==> src/rtl/soc_io_pkg.sv <==
// Shared definitions for the SoC UART/GPIO I/O block: register map,
// STATUS bit positions and UART FSM encodings.
package soc_io_pkg;

  localparam logic [1:0] REG_TX_DATA = 2'd0;
  localparam logic [1:0] REG_STATUS  = 2'd1;
  localparam logic [1:0] REG_RX_DATA = 2'd2;
  localparam logic [1:0] REG_GPIO    = 2'd3;

  localparam int unsigned ST_FIFO_FULL    = 0;
  localparam int unsigned ST_FIFO_EMPTY   = 1;
  localparam int unsigned ST_TX_BUSY      = 2;
  localparam int unsigned ST_RX_VALID     = 3;
  localparam int unsigned ST_RX_OVERRUN   = 4;
  localparam int unsigned ST_TX_DROP      = 5;
  localparam int unsigned ST_RX_FRAME_ERR = 6;
  localparam int unsigned ST_COUNT_LSB    = 8;
  localparam int unsigned ST_COUNT_W      = 8;

  typedef enum logic [1:0] {
    TX_IDLE  = 2'd0,
    TX_START = 2'd1,
    TX_DATA  = 2'd2,
    TX_STOP  = 2'd3
  } tx_state_t;

  typedef enum logic [1:0] {
    RX_IDLE  = 2'd0,
    RX_START = 2'd1,
    RX_DATA  = 2'd2,
    RX_STOP  = 2'd3
  } rx_state_t;

endpackage

==> src/rtl/sync_fifo.sv <==
// Single-clock FIFO with combinational head read; a push while full is
// accepted only when a pop happens on the same edge.
module sync_fifo #(
  parameter int unsigned WIDTH = 8,
  parameter int unsigned DEPTH = 16
) (
  input  logic                       CLK,
  input  logic                       RESET,
  input  logic                       push,
  input  logic [WIDTH-1:0]           wdata,
  input  logic                       pop,
  output logic [WIDTH-1:0]           rdata,
  output logic                       full,
  output logic                       empty,
  output logic [$clog2(DEPTH):0]     count
);

  localparam int unsigned AW = $clog2(DEPTH);
  localparam int unsigned CW = AW + 1;

  logic [WIDTH-1:0] mem [DEPTH];
  logic [AW-1:0]    wr_ptr;
  logic [AW-1:0]    rd_ptr;
  logic             do_push_c;
  logic             do_pop_c;

  assign full      = (count == CW'(DEPTH));
  assign empty     = (count == '0);
  assign rdata     = mem[rd_ptr];
  assign do_pop_c  = pop & ~empty;
  assign do_push_c = push & (~full | do_pop_c);

  // Storage needs no reset; pointers define what is valid.
  always_ff @(posedge CLK) begin
    if (do_push_c) mem[wr_ptr] <= wdata;
  end

  always_ff @(posedge CLK or posedge RESET) begin
    if (RESET) begin
      wr_ptr <= '0;
      rd_ptr <= '0;
      count  <= '0;
    end else begin
      if (do_push_c) wr_ptr <= wr_ptr + AW'(1);
      if (do_pop_c)  rd_ptr <= rd_ptr + AW'(1);
      count <= count + CW'(do_push_c) - CW'(do_pop_c);
    end
  end

endmodule

==> src/rtl/soc_uart_io.sv <==
// Memory-mapped UART (TX FIFO, single-byte RX buffer) and GPIO output
// register on the CPU data bus.
module soc_uart_io
  import soc_io_pkg::*;
#(
  parameter int unsigned CLK_FREQ_HZ = 50000000,
  parameter int unsigned BAUD        = 115200,
  parameter int unsigned FIFO_DEPTH  = 16,
  parameter int unsigned IO_BIT      = 22,
  parameter int unsigned GPIO_WIDTH  = 8
) (
  input  logic                  CLK,
  input  logic                  RESET,
  input  logic [31:0]           mem_addr,
  input  logic [31:0]           mem_wdata,
  input  logic [3:0]            mem_wmask,
  input  logic                  mem_rstrb,
  output logic                  io_sel,
  output logic [31:0]           io_rdata,
  input  logic                  RXD,
  output logic                  TXD,
  output logic [GPIO_WIDTH-1:0] gpio_out
);

  localparam int unsigned DIV   = CLK_FREQ_HZ / BAUD;
  localparam int unsigned HALF  = DIV / 2;
  localparam int unsigned CNT_W = $clog2(DIV);
  localparam int unsigned FC_W  = $clog2(FIFO_DEPTH) + 1;

  logic [1:0]      reg_off;
  logic            rd_c;
  logic            push_c;
  logic            gpio_wr_c;
  logic            rd_status_c;
  logic            rd_rxdata_c;
  logic [31:0]     lane_mask_c;
  logic [31:0]     status_c;
  logic            unused_bus;

  logic [7:0]      fifo_rdata;
  logic            fifo_full;
  logic            fifo_empty;
  logic [FC_W-1:0] fifo_count;
  logic            tx_pop_c;
  logic            tx_drop;

  tx_state_t       tx_state;
  logic [CNT_W-1:0] tx_cnt;
  logic [2:0]      tx_bit;
  logic [7:0]      tx_shift;
  logic            tx_tick_c;

  rx_state_t       rx_state;
  logic [CNT_W-1:0] rx_cnt;
  logic [2:0]      rx_bit;
  logic [7:0]      rx_shift;
  logic [7:0]      rx_byte;
  logic            rx_valid;
  logic            rx_overrun;
  logic            rx_frame_err;
  logic            rxd_meta;
  logic            rxd_sync;
  logic            rxd_prev;
  logic            rx_tick_c;

  // Bus decode
  assign io_sel      = mem_addr[IO_BIT];
  assign reg_off     = mem_addr[3:2];
  assign rd_c        = io_sel & mem_rstrb;
  assign push_c      = io_sel & mem_wmask[0] & (reg_off == REG_TX_DATA);
  assign gpio_wr_c   = io_sel & (|mem_wmask) & (reg_off == REG_GPIO);
  assign rd_status_c = rd_c & (reg_off == REG_STATUS);
  assign rd_rxdata_c = rd_c & (reg_off == REG_RX_DATA);
  assign lane_mask_c = {{8{mem_wmask[3]}}, {8{mem_wmask[2]}},
                        {8{mem_wmask[1]}}, {8{mem_wmask[0]}}};
  assign unused_bus  = ^{mem_addr, mem_wdata};

  sync_fifo #(
    .WIDTH (8),
    .DEPTH (FIFO_DEPTH)
  ) u_tx_fifo (
    .CLK   (CLK),
    .RESET (RESET),
    .push  (push_c),
    .wdata (mem_wdata[7:0]),
    .pop   (tx_pop_c),
    .rdata (fifo_rdata),
    .full  (fifo_full),
    .empty (fifo_empty),
    .count (fifo_count)
  );

  always_comb begin
    status_c                                 = '0;
    status_c[ST_FIFO_FULL]                   = fifo_full;
    status_c[ST_FIFO_EMPTY]                  = fifo_empty;
    status_c[ST_TX_BUSY]                     = ~fifo_empty | (tx_state != TX_IDLE);
    status_c[ST_RX_VALID]                    = rx_valid;
    status_c[ST_RX_OVERRUN]                  = rx_overrun;
    status_c[ST_TX_DROP]                     = tx_drop;
    status_c[ST_RX_FRAME_ERR]                = rx_frame_err;
    status_c[ST_COUNT_LSB +: ST_COUNT_W]     = ST_COUNT_W'(fifo_count);
  end

  // Read data register and GPIO; a new sticky event wins over a same-edge clear
  always_ff @(posedge CLK or posedge RESET) begin
    if (RESET) begin
      io_rdata <= '0;
      gpio_out <= '0;
      tx_drop  <= 1'b0;
    end else begin
      if (rd_c) begin
        case (reg_off)
          REG_STATUS:  io_rdata <= status_c;
          REG_RX_DATA: io_rdata <= 32'(rx_byte);
          REG_GPIO:    io_rdata <= 32'(gpio_out);
          default:     io_rdata <= '0;
        endcase
      end
      if (gpio_wr_c)
        gpio_out <= (gpio_out & ~lane_mask_c[GPIO_WIDTH-1:0]) |
                    (mem_wdata[GPIO_WIDTH-1:0] & lane_mask_c[GPIO_WIDTH-1:0]);
      if (rd_status_c) tx_drop <= 1'b0;
      if (push_c && fifo_full && !tx_pop_c) tx_drop <= 1'b1;
    end
  end

  // TX: pop from IDLE, or from the end of STOP for gap-free back-to-back frames
  assign tx_tick_c = (tx_cnt == CNT_W'(DIV - 1));
  assign tx_pop_c  = ~fifo_empty & ((tx_state == TX_IDLE) |
                                    ((tx_state == TX_STOP) & tx_tick_c));

  always_ff @(posedge CLK or posedge RESET) begin
    if (RESET) begin
      tx_state <= TX_IDLE;
      tx_cnt   <= '0;
      tx_bit   <= '0;
      tx_shift <= '0;
      TXD      <= 1'b1;
    end else begin
      case (tx_state)
        TX_IDLE: begin
          if (tx_pop_c) begin
            tx_state <= TX_START;
            tx_shift <= fifo_rdata;
            tx_cnt   <= '0;
            TXD      <= 1'b0;
          end
        end
        TX_START: begin
          if (tx_tick_c) begin
            tx_state <= TX_DATA;
            tx_cnt   <= '0;
            tx_bit   <= '0;
            TXD      <= tx_shift[0];
            tx_shift <= tx_shift >> 1;
          end else begin
            tx_cnt <= tx_cnt + CNT_W'(1);
          end
        end
        TX_DATA: begin
          if (tx_tick_c) begin
            tx_cnt <= '0;
            if (tx_bit == 3'd7) begin
              tx_state <= TX_STOP;
              TXD      <= 1'b1;
            end else begin
              tx_bit   <= tx_bit + 3'd1;
              TXD      <= tx_shift[0];
              tx_shift <= tx_shift >> 1;
            end
          end else begin
            tx_cnt <= tx_cnt + CNT_W'(1);
          end
        end
        TX_STOP: begin
          if (tx_tick_c) begin
            tx_cnt <= '0;
            if (tx_pop_c) begin
              tx_state <= TX_START;
              tx_shift <= fifo_rdata;
              TXD      <= 1'b0;
            end else begin
              tx_state <= TX_IDLE;
            end
          end else begin
            tx_cnt <= tx_cnt + CNT_W'(1);
          end
        end
        default: begin
          tx_state <= TX_IDLE;
          TXD      <= 1'b1;
        end
      endcase
    end
  end

  // RXD synchroniser plus one stage of history for edge detection
  always_ff @(posedge CLK or posedge RESET) begin
    if (RESET) begin
      rxd_meta <= 1'b1;
      rxd_sync <= 1'b1;
      rxd_prev <= 1'b1;
    end else begin
      rxd_meta <= RXD;
      rxd_sync <= rxd_meta;
      rxd_prev <= rxd_sync;
    end
  end

  assign rx_tick_c = (rx_cnt == CNT_W'(DIV - 1));

  // RX: mid-bit sampling; an RX_DATA read on the storing edge frees the buffer
  always_ff @(posedge CLK or posedge RESET) begin
    if (RESET) begin
      rx_state     <= RX_IDLE;
      rx_cnt       <= '0;
      rx_bit       <= '0;
      rx_shift     <= '0;
      rx_byte      <= '0;
      rx_valid     <= 1'b0;
      rx_overrun   <= 1'b0;
      rx_frame_err <= 1'b0;
    end else begin
      if (rd_rxdata_c) rx_valid <= 1'b0;
      if (rd_status_c) begin
        rx_overrun   <= 1'b0;
        rx_frame_err <= 1'b0;
      end
      case (rx_state)
        RX_IDLE: begin
          if (rxd_prev && !rxd_sync) begin
            rx_state <= RX_START;
            rx_cnt   <= '0;
          end
        end
        RX_START: begin
          if (rx_cnt == CNT_W'(HALF - 1)) begin
            rx_cnt   <= '0;
            rx_bit   <= '0;
            rx_state <= rxd_sync ? RX_IDLE : RX_DATA;
          end else begin
            rx_cnt <= rx_cnt + CNT_W'(1);
          end
        end
        RX_DATA: begin
          if (rx_tick_c) begin
            rx_cnt   <= '0;
            rx_shift <= {rxd_sync, rx_shift[7:1]};
            if (rx_bit == 3'd7) rx_state <= RX_STOP;
            else                rx_bit   <= rx_bit + 3'd1;
          end else begin
            rx_cnt <= rx_cnt + CNT_W'(1);
          end
        end
        RX_STOP: begin
          if (rx_tick_c) begin
            rx_cnt   <= '0;
            rx_state <= RX_IDLE;
            if (!rxd_sync) begin
              rx_frame_err <= 1'b1;
            end else if (rx_valid && !rd_rxdata_c) begin
              rx_overrun <= 1'b1;
            end else begin
              rx_byte  <= rx_shift;
              rx_valid <= 1'b1;
            end
          end else begin
            rx_cnt <= rx_cnt + CNT_W'(1);
          end
        end
        default: rx_state <= RX_IDLE;
      endcase
    end
  end

endmodule

==> config.mk <==
export PLATFORM = sky130hd
export DESIGN_NAME = soc_uart_io
export DESIGN_NICKNAME = d
export VERILOG_FILES = /design/src/rtl/soc_io_pkg.sv /design/src/rtl/sync_fifo.sv /design/src/rtl/soc_uart_io.sv
export SDC_FILE = /design/constraint.sdc
export NUM_CORES = 1
export LEC_CHECK = 0
export BUFFER_PORTS_ARGS = -buffer_cell sky130_fd_sc_hd__buf_2
export CELL_PAD_IN_SITES_DETAIL_PLACEMENT = 1
export CELL_PAD_IN_SITES_GLOBAL_PLACEMENT = 1
export CORE_MARGIN = 1
export CORE_UTILIZATION = 49
export DETAILED_ROUTE_END_ITERATION = 8
export PLACE_DENSITY = 0.83
export SLEW_MARGIN = 20
export SYNTH_ARGS = -nofsm -noshare
export SYNTH_HDL_FRONTEND = slang
export SYNTH_SLANG_ARGS = --single-unit
==> constraint.sdc <==
create_clock -name CLK -period 3.5 [get_ports CLK]
set_input_delay 0.525 -clock CLK [delete_from_list [all_inputs] [get_ports CLK]]
set_output_delay 0.525 -clock CLK [all_outputs]
set_load 0.1 [all_outputs]
==> results of run 1 <==
==> state kept, by name, summed over array words and instances, names as in the netlist, 2 cells and up, named ones only <==
register,cells
io_rdata,13
rx_bit,3
rx_byte,8
rx_cnt,9
rx_shift,8
tx_bit,3
tx_cnt,9
tx_shift,8
tx_state,2
u_tx_fifo.count,5
u_tx_fifo.mem,128
u_tx_fifo.rd_ptr,4
u_tx_fifo.wr_ptr,4
==> cell type report <==
class,count,area (µm²)
Inverter,28,107.6
Clock buffer,35,640.6
Timing Repair Buffer,47,270.3
Multi-Input combinational cell,402,3386
Sequential cell,222,6202
Fill cell,1939,8663
Tap cell,265,331.6
Clock inverter,6,52.55
==> per-layer routing <==
| metal | vias up | routed length, µm | track usage |
|---|---|---|---|
| li1 | 2625 | - | - |
| met1 | 3086 | 9169 | 0.2851 |
| met3 | 30 | 990 | 0.02715 |
| met5 | - | 0 | 0 |
| met2 | 140 | 12280 | 0.4162 |
| met4 | 0 | 365 | 0.05762 |
==> cell usage in the layout, fill, tap and decap left out, types with 23 or more instances in the layout <==
cell type	Yosys	final
sky130_fd_sc_hd__buf_2	5	38
sky130_fd_sc_hd__clkbuf_16	0	23
sky130_fd_sc_hd__dfrtp_1	90	89
sky130_fd_sc_hd__edfxtp_1	128	128
sky130_fd_sc_hd__ha_1	24	24
sky130_fd_sc_hd__inv_1	28	27
sky130_fd_sc_hd__mux2_2	30	30
sky130_fd_sc_hd__mux4_2	32	32
sky130_fd_sc_hd__nand2_1	48	48
sky130_fd_sc_hd__o21ai_0	35	35
==> Yosys cell counts, types with 4 or more instances <==
cell type,number
sky130_fd_sc_hd__nor2_1,10
sky130_fd_sc_hd__dfstp_2,4
sky130_fd_sc_hd__nand3_1,16
sky130_fd_sc_hd__buf_4,22
sky130_fd_sc_hd__and3_1,12
sky130_fd_sc_hd__a21o_1,4
sky130_fd_sc_hd__nor2b_1,6
sky130_fd_sc_hd__clkbuf_1,13
sky130_fd_sc_hd__a22oi_1,20
sky130_fd_sc_hd__o22a_1,7
sky130_fd_sc_hd__nand2_1,48
sky130_fd_sc_hd__mux4_2,32
sky130_fd_sc_hd__a22o_1,8
sky130_fd_sc_hd__mux2_2,30
sky130_fd_sc_hd__and2_1,8
sky130_fd_sc_hd__buf_2,5
sky130_fd_sc_hd__o211ai_1,8
sky130_fd_sc_hd__mux2i_1,6
sky130_fd_sc_hd__nor3_1,11
sky130_fd_sc_hd__ha_1,24
sky130_fd_sc_hd__edfxtp_1,128
sky130_fd_sc_hd__nand2b_1,4
sky130_fd_sc_hd__o21ai_0,35
sky130_fd_sc_hd__xor2_1,8
sky130_fd_sc_hd__nor3b_1,5
sky130_fd_sc_hd__inv_1,28
sky130_fd_sc_hd__xnor2_1,7
sky130_fd_sc_hd__a21oi_1,19
sky130_fd_sc_hd__buf_6,6
sky130_fd_sc_hd__dfrtp_1,90
sky130_fd_sc_hd__or3_1,4
==> power by group through the flow <==
stage | logic, mW | registers [mW] | clock network [mW]
2_1_floorplan | 0.594 | 3.42 | 0
3_3_place_gp | 1.04 | 3.17 | 0
3_5_place_dp | 1.11 | 3.20 | 0
4_1_cts | 1.13 | 3.15 | 2.34
5_1_grt | 1.21 | 3.18 | 2.43
6_report | 1.13 | 3.15 | 2.30
==> worst max-delay path, delay by kind of cell, from the launching register on <==
family,cells,cell delay (ns)
compound gates,2,0.76
flops,1,0.43
xor+xnor,1,0.14
fa+ha+maj,3,0.97
simple gates,4,0.81
==> path summary, 6_finish.rpt <==
check / startpoint / endpoint / slack, ns
worst min register to register: rxd_meta / rxd_sync / 0.36
worst max register to register: tx_cnt[0] / u_tx_fifo.count[4] / 0.30
min in group CLK: RXD / rxd_meta / 0.12
max in group asynchronous: RESET / rxd_prev / 2.52
worst max-delay path: tx_cnt[0] / u_tx_fifo.count[4] / 0.30
worst min-delay path: RESET / tx_cnt[6] / 0.12
==> logic make-up after synthesis <==
family | after synthesis | share of synthesized area
DFF | 222 | 0.6239
and+or+nand+nor | 150 | 0.08674
AOI/OAI and AO/OA | 123 | 0.08612
buffers and inverters | 76 | 0.04218
muxes | 70 | 0.1152
adders and majority gates | 25 | 0.03223
xor gates and xnor gates | 15 | 0.01322
other | 1 | 0.0003773
==> impl_metrics.csv, run 1 <==
group,metric,value,unit
yosys,post_synth_main_area_contributors,"sky130_fd_sc_hd__edfxtp_1 39%, sky130_fd_sc_hd__dfrtp_1 23%, sky130_fd_sc_hd__mux4_2 7.3%, sky130_fd_sc_hd__mux2_2 3.4%, sky130_fd_sc_hd__ha_1 3.0%",
timing,setup_total_negative_slack,0,ns
cts,clock_tree.root_cell,"sky130_fd_sc_hd__clkbuf_16",
worst_setup_path,crit_path_top_delay_cell,"sky130_fd_sc_hd__a311oi_4",
grt,grt.overflow.total,0,
worst_setup_path,worst_ep_arrival_time,3.62,ns
timing,hold_slack,0.1191,ns
final_layout,fin_nets,821,
timing,post-route-min-period,3.197,ns
yosys,yosysWarningCount,0,
placed_design,dp_hpwl,15.22,mm
yosys,yosysUniqueCellTypes,67,
placed_design,area_post_placement,10300,µm²
power,total_switching_power,2.015,mW
worst_setup_path,timing.critical_path.slowest_cell_delay,0.54,ns
timing,timing.max_slew.rel_slack,0.5646,
timing,grt_setup_unrepaired,"no",
run_status,result_of_the_run,"finished, final reports clean",
worst_setup_path,setup.worst_path.start_class,"register",
grt,grt_usage,0.2274,
worst_setup_path,critical_path.cell_chain,"ha_1 > and4b_1 > a311oi_4 > nor2_2 > ha_1 > fa_1 > a21oi_1 > nor2_1 > nor2_1 > xnor2_1",
power,seq_power_share,0.479,
cts,cts_hold_buffers,0,
power,power_frac_comb,0.171,
cts,numCtsBuffers,23,
cts,htreeDepth,1,
worst_setup_path,worst-setup-path-type,"reg -> reg",
die,core-area,19650,µm²
grt,grt_pass1_vias,6420,
final_layout,num_antenna_cells,0,
drt,drt-vias-per-instance,5.852,
yosys,ys_ff_latch,222,
run,max_capacitance_violation_total,0,
placed_design,placed_cells,964,
yosys,post_synth_edffs,128,
die,total_i_o_pin_count,114,
timing,maxClockFrequency,312.8,MHz
yosys,synthesis.instances,682,
power,power_frac_clock,0.349,
timing,final.setup.worst_slack,0.3033,ns
grt,grt_first_pass_wirelength,35.76,mm
timing,setup-violations-final,0,
worst_setup_path,worst-path-max-fanout,15,
drt,via_count,5881,
die,floorplan.die_area,20860,µm²
drt,drc,0,
placed_design,finalWeightedCongestion,0.8553,
die,die-height,144.4,µm
worst_setup_path,cp.required,3.92,ns
drt,wire_length_reported_by_the_detailed_router,22.81,mm
drt,dr.pass1.iters,4,
final_layout,syn_to_final_growth,10.59,%
worst_setup_path,worstRegToRegCells,10,
yosys,netlist.top_cell.by_area,"sky130_fd_sc_hd__edfxtp_1",
yosys,mapped_area,9938,µm²
power,total_power,6.579,mW
power,power.static_leakage,4.271,nW
yosys,synth.yosys.seq_area_share,0.6239,
power,p_int,4.564,mW
die,chipWidth,144.4,µm
grt,grt_start_max_net_pins,51,
worst_setup_path,endpoint_kind,"register",
yosys,post-synth-top-area-fraction,0.3868,
cts,clock-sinks,222,
power,switching_share,0.3063,
grt,grt_antenna_before_repair,0,
cts,clock_tree.buffer_depth,3,
final_layout,fin_area,10990,µm²
timing,final_slew_viol_count,0,
power,powerDensity,598.6,nW/µm²
cts,insertion_delay,0.50,ns
placed_design,port-buffer-count,38,
timing,finClkSkew,0.009720,ns
drt,wl_per_cell,22.69,µm
yosys,per_instance_average_area_after_synthesis,14.57,µm²
timing,worst-slew-pin-transition,0.6523,ns
drt,drt_first_iter_violations,430,
final_layout,fraction_of_final_layout_cells_sized_beyond_drive_strength_1,0.2162,
yosys,synthFlopType,"sky130_fd_sc_hd__edfxtp_1",
final_layout,finish.utilization,0.5592,
die,core.rowCount,51,
drt,detail-route-antenna-nets,0,
yosys,synth-async-reset-ratio,0.4234,
placed_design,place_worst_setup_slack,0.3478,ns
worst_hold_path,min-delay-path-class,"in -> async",
die,initial_utilization,0.5057,
cts,resized_cells_post_cts,0,
timing,hold_viol,0,
cts,tritoncts,"yes",
cts,post-cts-setup-buffers,0,
cts,cts.clk_slew.worst_paths,0.06,ns
final_layout,post_layout_nonfiller_instances,1005,
power,max-vdd-ir-drop,437.1,µV
timing,finalCritPeriodShare,0.9134,
No activity file was read; power rests on OpenSTA's default activity.
==> run 2: changes to the inputs <==
--- a/config.mk
+++ b/config.mk
@@ -11,6 +11,7 @@
 export CORE_MARGIN = 1
 export CORE_UTILIZATION = 49
 export DETAILED_ROUTE_END_ITERATION = 8
+export MAX_ROUTING_LAYER = met4
 export PLACE_DENSITY = 0.83
 export SLEW_MARGIN = 20
 export SYNTH_ARGS = -nofsm -noshare
==> run 2 against run 1 <==
  * Largest power group unchanged
  * Global-route usage up 0.78 points
  * Critical path type unchanged
  * Final cell count did not move
  * Total power is 0.13% lower
==> impl_metrics.csv, run 2 (synthesized netlist as in run 1, its figures left out) <==
group,metric,value,unit
worst_setup_path,critical_path.n_buffers_inverters,0,
die,die-height,144.4,µm
timing,maxClockFrequency,310.1,MHz
worst_setup_path,cp.required,3.92,ns
die,total_i_o_pin_count,114,
cts,post-cts-setup-buffers,0,
worst_setup_path,worst_ep_arrival_time,3.64,ns
timing,worst-slew-pin-transition,0.6823,ns
final_layout,n_fill_cell,1939,
power,powerDensity,597.8,nW/µm²
worst_setup_path,critPathTopFamily,"adder cells",
worst_setup_path,worst_setup_path_startpoint,"tx_cnt[0]",
worst_setup_path,timing.critical_path.slowest_cell_delay,0.54,ns
drt,drt_first_iter_violations,487,
drt,wire_length_reported_by_the_detailed_router,22.81,mm
timing,post-route-min-period,3.225,ns
drt,detail-route-antenna-nets,0,
cts,cts.clk_slew.worst_paths,0.06,ns
worst_setup_path,setup.worst_path.start_class,"register",
timing,hold_viol,0,
cts,insertion_delay,0.50,ns
timing,finClkSkew,0.008360,ns
grt,grt_pass1_vias,6390,
die,floorplan.die_area,20860,µm²
worst_setup_path,worst-path-stages,10,
final_layout,fin_nets,821,
grt,grt.overflow.total,0,
cts,clock_tree.root_cell,"sky130_fd_sc_hd__clkbuf_16",
cts,numCtsBuffers,23,
worst_setup_path,worst-setup-path-type,"reg -> reg",
placed_design,dp_hpwl,15.22,mm
grt,grt_first_pass_wirelength,35.82,mm
final_layout,fin_area,10990,µm²
timing,grt_setup_unrepaired,"no",
placed_design,finalWeightedCongestion,0.8689,
cts,clock-sinks,222,
worst_hold_path,min-delay-start,"RXD",
final_layout,largest_registers,"u_tx_fifo.mem x128, io_rdata x13",
worst_setup_path,critical_path.cell_chain,"ha_1 > and4b_1 > a311oi_4 > nor2_2 > ha_1 > fa_1 > a21oi_1 > nor2_1 > nor2_1 > xnor2_1",
worst_setup_path,crit_path_top_delay_cell,"sky130_fd_sc_hd__a311oi_4",
worst_setup_path,worst-path-max-fanout,15,
final_layout,mostFrequentLayoutCells,"128 x sky130_fd_sc_hd__edfxtp_1, 89 x sky130_fd_sc_hd__dfrtp_1, 48 x sky130_fd_sc_hd__nand2_1",
placed_design,area_post_placement,10300,µm²
grt,grt_usage,0.2352,
final_layout,syn_to_final_growth,10.59,%
timing,timing.max_slew.rel_slack,0.5447,
final_layout,max_reg_flops,128,
drt,dr.pass1.iters,4,
run,max_capacitance_violation_total,0,
worst_hold_path,hold-path-cell-count,1,
power,max-vdd-ir-drop,435.4,µV
worst_hold_path,min-delay-path-class,"in -> reg",
timing,final_slew_viol_count,0,
final_layout,biggest_register,"u_tx_fifo.mem",
final_layout,num_antenna_cells,0,
cts,resized_cells_post_cts,0,
drt,via_count,5905,
power,power.static_leakage,4.271,nW
grt,grt_start_max_net_pins,51,
cts,cts_hold_buffers,0,
die,initial_utilization,0.5057,
die,chipWidth,144.4,µm
run_status,result_of_the_run,"finished, final reports clean",
worst_setup_path,worstRegToRegCells,10,
grt,grt_antenna_before_repair,0,
worst_setup_path,endpoint_kind,"register",
cts,tritoncts,"yes",
drt,drc,0,
worst_setup_path,worstReg2RegStart,"tx_cnt[0]",
cts,clock_tree.buffer_depth,3,
drt,wl_per_cell,22.70,µm
final_layout,layout_commonest_cell,"sky130_fd_sc_hd__edfxtp_1",
final_layout,fraction_of_final_layout_cells_sized_beyond_drive_strength_1,0.2162,
drt,drt-vias-per-instance,5.876,
timing,finalCritPeriodShare,0.9213,
placed_design,port-buffer-count,38,
timing,setup-violations-final,0,
die,core-area,19650,µm²
timing,setup_total_negative_slack,0,ns
die,core.rowCount,51,
cts,htreeDepth,1,
-- run 2: stage by stage --
stage | power, mW | util | instances | hold WS [ns] | setup WS [ns]
floorplan | 4.016 | - | 700 | 0.3452 | 0.5330
global placement | 4.219 | 0.5239 | 964 | 0.3471 | 0.5524
detailed placement | 4.308 | 0.5239 | 964 | 0.3512 | 0.3478
CTS | 6.622 | 0.5592 | 1005 | 0.1087 | 0.2858
global route | 6.820 | 0.5592 | 1005 | 0.1116 | 0.1730
finish | 6.570 | 0.5592 | 1005 | 0.1245 | 0.2753
-- run 2: worst reg2reg max path, delay by kind of cell (launching register included) --
family / cells / cell delay (ns)
xor gates and xnor gates: 1 / 0.14
adders and majority gates: 3 / 0.98
and+or+nand+nor: 4 / 0.84
DFF: 1 / 0.43
AOI/OAI and AO/OA: 2 / 0.77
-- run 2: routing by layer --
metal / track usage / up-vias / share of wire
li1: - / 2625 / -
met1: 0.2885 / 3084 / 0.40
met2: 0.4157 / 164 / 0.54
met3: 0.02682 / 32 / 0.045
met4: 0.05762 / 0 / 0.018
met5: - / - / 0
-- run 2: area by class of cell --
type                       count  area (µm²)  area share
inverter                      28       107.6    0.009791
clock inverter                 6       52.55    0.004781
multi-input combinational    402        3386      0.3081
timing repair buffer          47       270.3     0.02459
sequential                   222        6202      0.5643
tap                          265       331.6     0.03017
clock buffer                  35       640.6     0.05829
-- run 2: path summary, 6_finish.rpt --
path | to | slack [ns]
max | u_tx_fifo.count[4] | 0.28
max reg2reg | u_tx_fifo.count[4] | 0.28
min | rxd_meta | 0.12
max in group asynchronous | rxd_prev | 2.51
min reg2reg | rxd_sync | 0.36
min in group asynchronous | tx_cnt[6] | 0.13
-- run 2: where the power goes --
part	leakage [nW]	internal, mW	switching (mW)
Clock	0.339	1.33	0.961
Combinational	1.58	0.295	0.833
Sequential	2.35	2.94	0.213
==> run 3: changes to the inputs <==
--- a/config.mk
+++ b/config.mk
@@ -9,11 +9,12 @@
 export CELL_PAD_IN_SITES_DETAIL_PLACEMENT = 1
 export CELL_PAD_IN_SITES_GLOBAL_PLACEMENT = 1
 export CORE_MARGIN = 1
-export CORE_UTILIZATION = 49
+export CORE_UTILIZATION = 48
 export DETAILED_ROUTE_END_ITERATION = 8
 export MAX_ROUTING_LAYER = met4
-export PLACE_DENSITY = 0.83
+export PLACE_DENSITY = 0.82
 export SLEW_MARGIN = 20
 export SYNTH_ARGS = -nofsm -noshare
 export SYNTH_HDL_FRONTEND = slang
+export SYNTH_HIERARCHICAL = 1
 export SYNTH_SLANG_ARGS = --single-unit
==> run 3 against run 2 <==
  * Combinational power shrank 8%
  * Hold slack lost 0.041 ns
  * Setup slack lost 0.044 ns
  * Core utilization shrank 0.51 points
  * Sequential power shrank 1%
  * Design area grew 3.3%
  * First-iteration DRC count grew 22%
  * Routed wire length grew 16%
  * Die area grew 4.2%
  * Global-route usage grew 2.7 points
  * Total power grew 0.45%
  * Critical path depth grew 7
  * Critical path type unchanged
  * Largest power group unchanged
  * Highest routed layer unchanged
==> impl_metrics.csv, run 3 <==
group,metric,value,unit
yosys,yosysWarningCount,6,
yosys,per_instance_average_area_after_synthesis,13.96,µm²
yosys,synthFlopType,"sky130_fd_sc_hd__edfxtp_1",
timing,grt_setup_unrepaired,"no",
grt,grt_pass1_vias,7257,
timing,post-route-min-period,3.269,ns
timing,finClkSkew,0.01518,ns
timing,finalCritPeriodShare,0.9340,
die,core.rowCount,52,
drt,top_layer,"met4",
placed_design,port-buffer-count,38,
worst_setup_path,setup.worst_path.start_class,"register",
worst_setup_path,cp.required,3.94,ns
timing,setup-violations-final,0,
yosys,post-synth-top-area-fraction,0.3788,
cts,insertion_delay,0.52,ns
worst_setup_path,worst-path-max-fanout,7,
drt,met2_length,13.91,mm
placed_design,finalWeightedCongestion,0.8464,
drt,detail-route-antenna-nets,0,
worst_setup_path,worst-setup-path-type,"reg -> reg",
timing,maxClockFrequency,305.9,MHz
cts,cts.clk_slew.worst_paths,0.07,ns
timing,setup_total_negative_slack,0,ns
drt,drt-vias-per-instance,6.090,
die,initial_utilization,0.4951,
timing,hold_viol,0,
grt,grt.overflow.total,0,
final_layout,n_fill_cell,2031,
timing,hold_slack,0.08302,ns
die,total_i_o_pin_count,114,
final_layout,fin_nets,882,
cts,clock-sinks,222,
final_layout,area_of_combinational_cells_with_multiple_inputs,3530,µm²
final_layout,final-seq-area,6202,µm²
die,die-height,147.4,µm
die,chipWidth,147.4,µm
power,power.static_leakage,4.693,nW
cts,numCtsBuffers,24,
placed_design,dp_hpwl,16.57,mm
final_layout,layout_commonest_cell,"sky130_fd_sc_hd__edfxtp_1",
yosys,ys_ff_latch,222,
power,powerDensity,581.1,nW/µm²
drt,dr.pass1.iters,5,
worst_setup_path,worstRegToRegCells,17,
drt,drc,0,
worst_setup_path,endpoint_kind,"register",
run,max_capacitance_violation_total,0,
drt,via_count,6535,
die,floorplan.die_area,21730,µm²
yosys,synthesis.instances,727,
drt,met3_wirelength,1.334,mm
power,max-vdd-ir-drop,414.6,µV
yosys,yosysUniqueCellTypes,72,
drt,met1Wirelength,10.57,mm
grt,grt_usage,0.2619,
grt,grt_start_max_net_pins,44,
cts,clock_tree.root_cell,"sky130_fd_sc_hd__clkbuf_16",
drt,wire_length_reported_by_the_detailed_router,26.41,mm
yosys,netlist.top_cell.by_area,"sky130_fd_sc_hd__edfxtp_1",
yosys,synthTopCellsByCount,"128 x sky130_fd_sc_hd__edfxtp_1, 90 x sky130_fd_sc_hd__dfrtp_1, 53 x sky130_fd_sc_hd__nand2_1",
drt,drt_first_iter_violations,596,
final_layout,mostFrequentLayoutCells,"128 x sky130_fd_sc_hd__edfxtp_1, 89 x sky130_fd_sc_hd__dfrtp_1, 53 x sky130_fd_sc_hd__nand2_1",
grt,grt_first_pass_wirelength,42.12,mm
cts,clock_tree.buffer_depth,3,
cts,htreeDepth,1,
cts,post-cts-setup-buffers,0,
timing,final_slew_viol_count,0,
timing,timing.max_slew.rel_slack,0.4857,
drt,wl_per_cell,24.61,µm
final_layout,fraction_of_final_layout_cells_sized_beyond_drive_strength_1,0.2207,
final_layout,max_reg_flops,128,
placed_design,area_post_placement,10600,µm²
yosys,synth.yosys.seq_area_share,0.6111,
timing,worst-slew-pin-transition,0.7715,ns
final_layout,largest_registers,"u_tx_fifo/mem x128, io_rdata x13",
worst_hold_path,min-delay-path-class,"in -> async",
yosys,post_synth_edffs,128,
die,core-area,20490,µm²
yosys,synth-async-reset-ratio,0.4234,
final_layout,syn_to_final_growth,11.92,%
cts,resized_cells_post_cts,0,
grt,grt_antenna_before_repair,1,
yosys,mapped_area,10150,µm²
final_layout,biggest_register,"u_tx_fifo/mem",
worst_setup_path,worst_ep_arrival_time,3.71,ns
final_layout,fin_area,11360,µm²
yosys,post_synth_main_area_contributors,"sky130_fd_sc_hd__edfxtp_1 38%, sky130_fd_sc_hd__dfrtp_1 22%, sky130_fd_sc_hd__mux4_2 3.6%, sky130_fd_sc_hd__mux2_2 3.3%, sky130_fd_sc_hd__mux2i_1 3.3%",
placed_design,place_worst_setup_slack,0.2603,ns
cts,tritoncts,"yes",
timing,final.setup.worst_slack,0.2312,ns
run_status,result_of_the_run,"finished, final reports clean",
yosys,yosys.cell_count.top_type,"sky130_fd_sc_hd__edfxtp_1",
cts,cts_hold_buffers,0,
run 3: worst max-delay path, cell delays in order (launching register included):
cell and delay, ns:
sky130_fd_sc_hd__dfrtp_1 0.40, sky130_fd_sc_hd__inv_1 0.08, sky130_fd_sc_hd__ha_1 0.19, sky130_fd_sc_hd__nor4b_2 0.17
sky130_fd_sc_hd__buf_4 0.18, sky130_fd_sc_hd__nor2b_1 0.27, sky130_fd_sc_hd__a31oi_4 0.15, sky130_fd_sc_hd__inv_1 0.13
sky130_fd_sc_hd__o21a_1 0.17, sky130_fd_sc_hd__inv_1 0.06, sky130_fd_sc_hd__ha_1 0.27, sky130_fd_sc_hd__inv_1 0.04
sky130_fd_sc_hd__ha_1 0.22, sky130_fd_sc_hd__fa_1 0.41, sky130_fd_sc_hd__a21oi_1 0.17, sky130_fd_sc_hd__nor2_1 0.05
sky130_fd_sc_hd__nor2_1 0.11, sky130_fd_sc_hd__xnor2_1 0.12
run 3: final cells by class:
type | count | share of cell area
Antenna cell | 1 | 0.0002203
Clock buffer | 34 | 0.05982
Clock inverter | 9 | 0.006610
Inverter | 27 | 0.009034
Multi-Input combinational cell | 442 | 0.3108
Sequential cell | 222 | 0.5461
Tap cell | 270 | 0.02975
Timing Repair Buffer | 68 | 0.03768
run 3: final timing paths:
kind,start,endpoint,slack (ns)
min in group CLK,RXD,rxd_meta,0.11
worst min-delay path,RESET,u_tx_fifo/rd_ptr[2],0.08
worst max register to register,u_tx_fifo/count[3],u_tx_fifo/count[4],0.23
worst max-delay path,u_tx_fifo/count[3],u_tx_fifo/count[4],0.23
worst min register to register,rxd_meta,rxd_sync,0.36
max in group asynchronous,RESET,rx_byte[6],2.56
run 3: layer usage:
metal / vias to the layer above / global-route usage
met1: 3427 / 0.3108
met2: 221 / 0.4618
met4: 0 / 0.07629
met5: - / -
li1: 2835 / -
met3: 52 / 0.03951
run 3: per-stage QoR:
stage	power [mW]	cells	utilization
after CTS	6.634	1072	0.5540
after global placement	4.107	1029	0.5172
final	6.600	1073	0.5542
after floorplan	3.928	745	-
after detailed placement	4.177	1029	0.5172
after global routing	6.827	1073	0.5542
run 3: kinds of logic after synthesis:
kind of cell | Yosys count | share of synthesized area
adder cells (fa/ha/maj) | 25 | 0.03157
AND/OR/NAND/NOR | 158 | 0.08459
XOR/XNOR | 12 | 0.01036
multiplexers | 80 | 0.1025
buffers and inverters | 81 | 0.04772
AO/OA/AOI/OAI | 148 | 0.1118
flip-flops | 222 | 0.6111
other | 1 | 0.0003696
run 3: power breakdown:
group	switching, mW	leakage [nW]	internal [mW]
Combinational	0.765	1.97	0.270
Clock	1.03	0.370	1.43
Sequential	0.182	2.35	2.93
Total	1.97	4.69	4.63
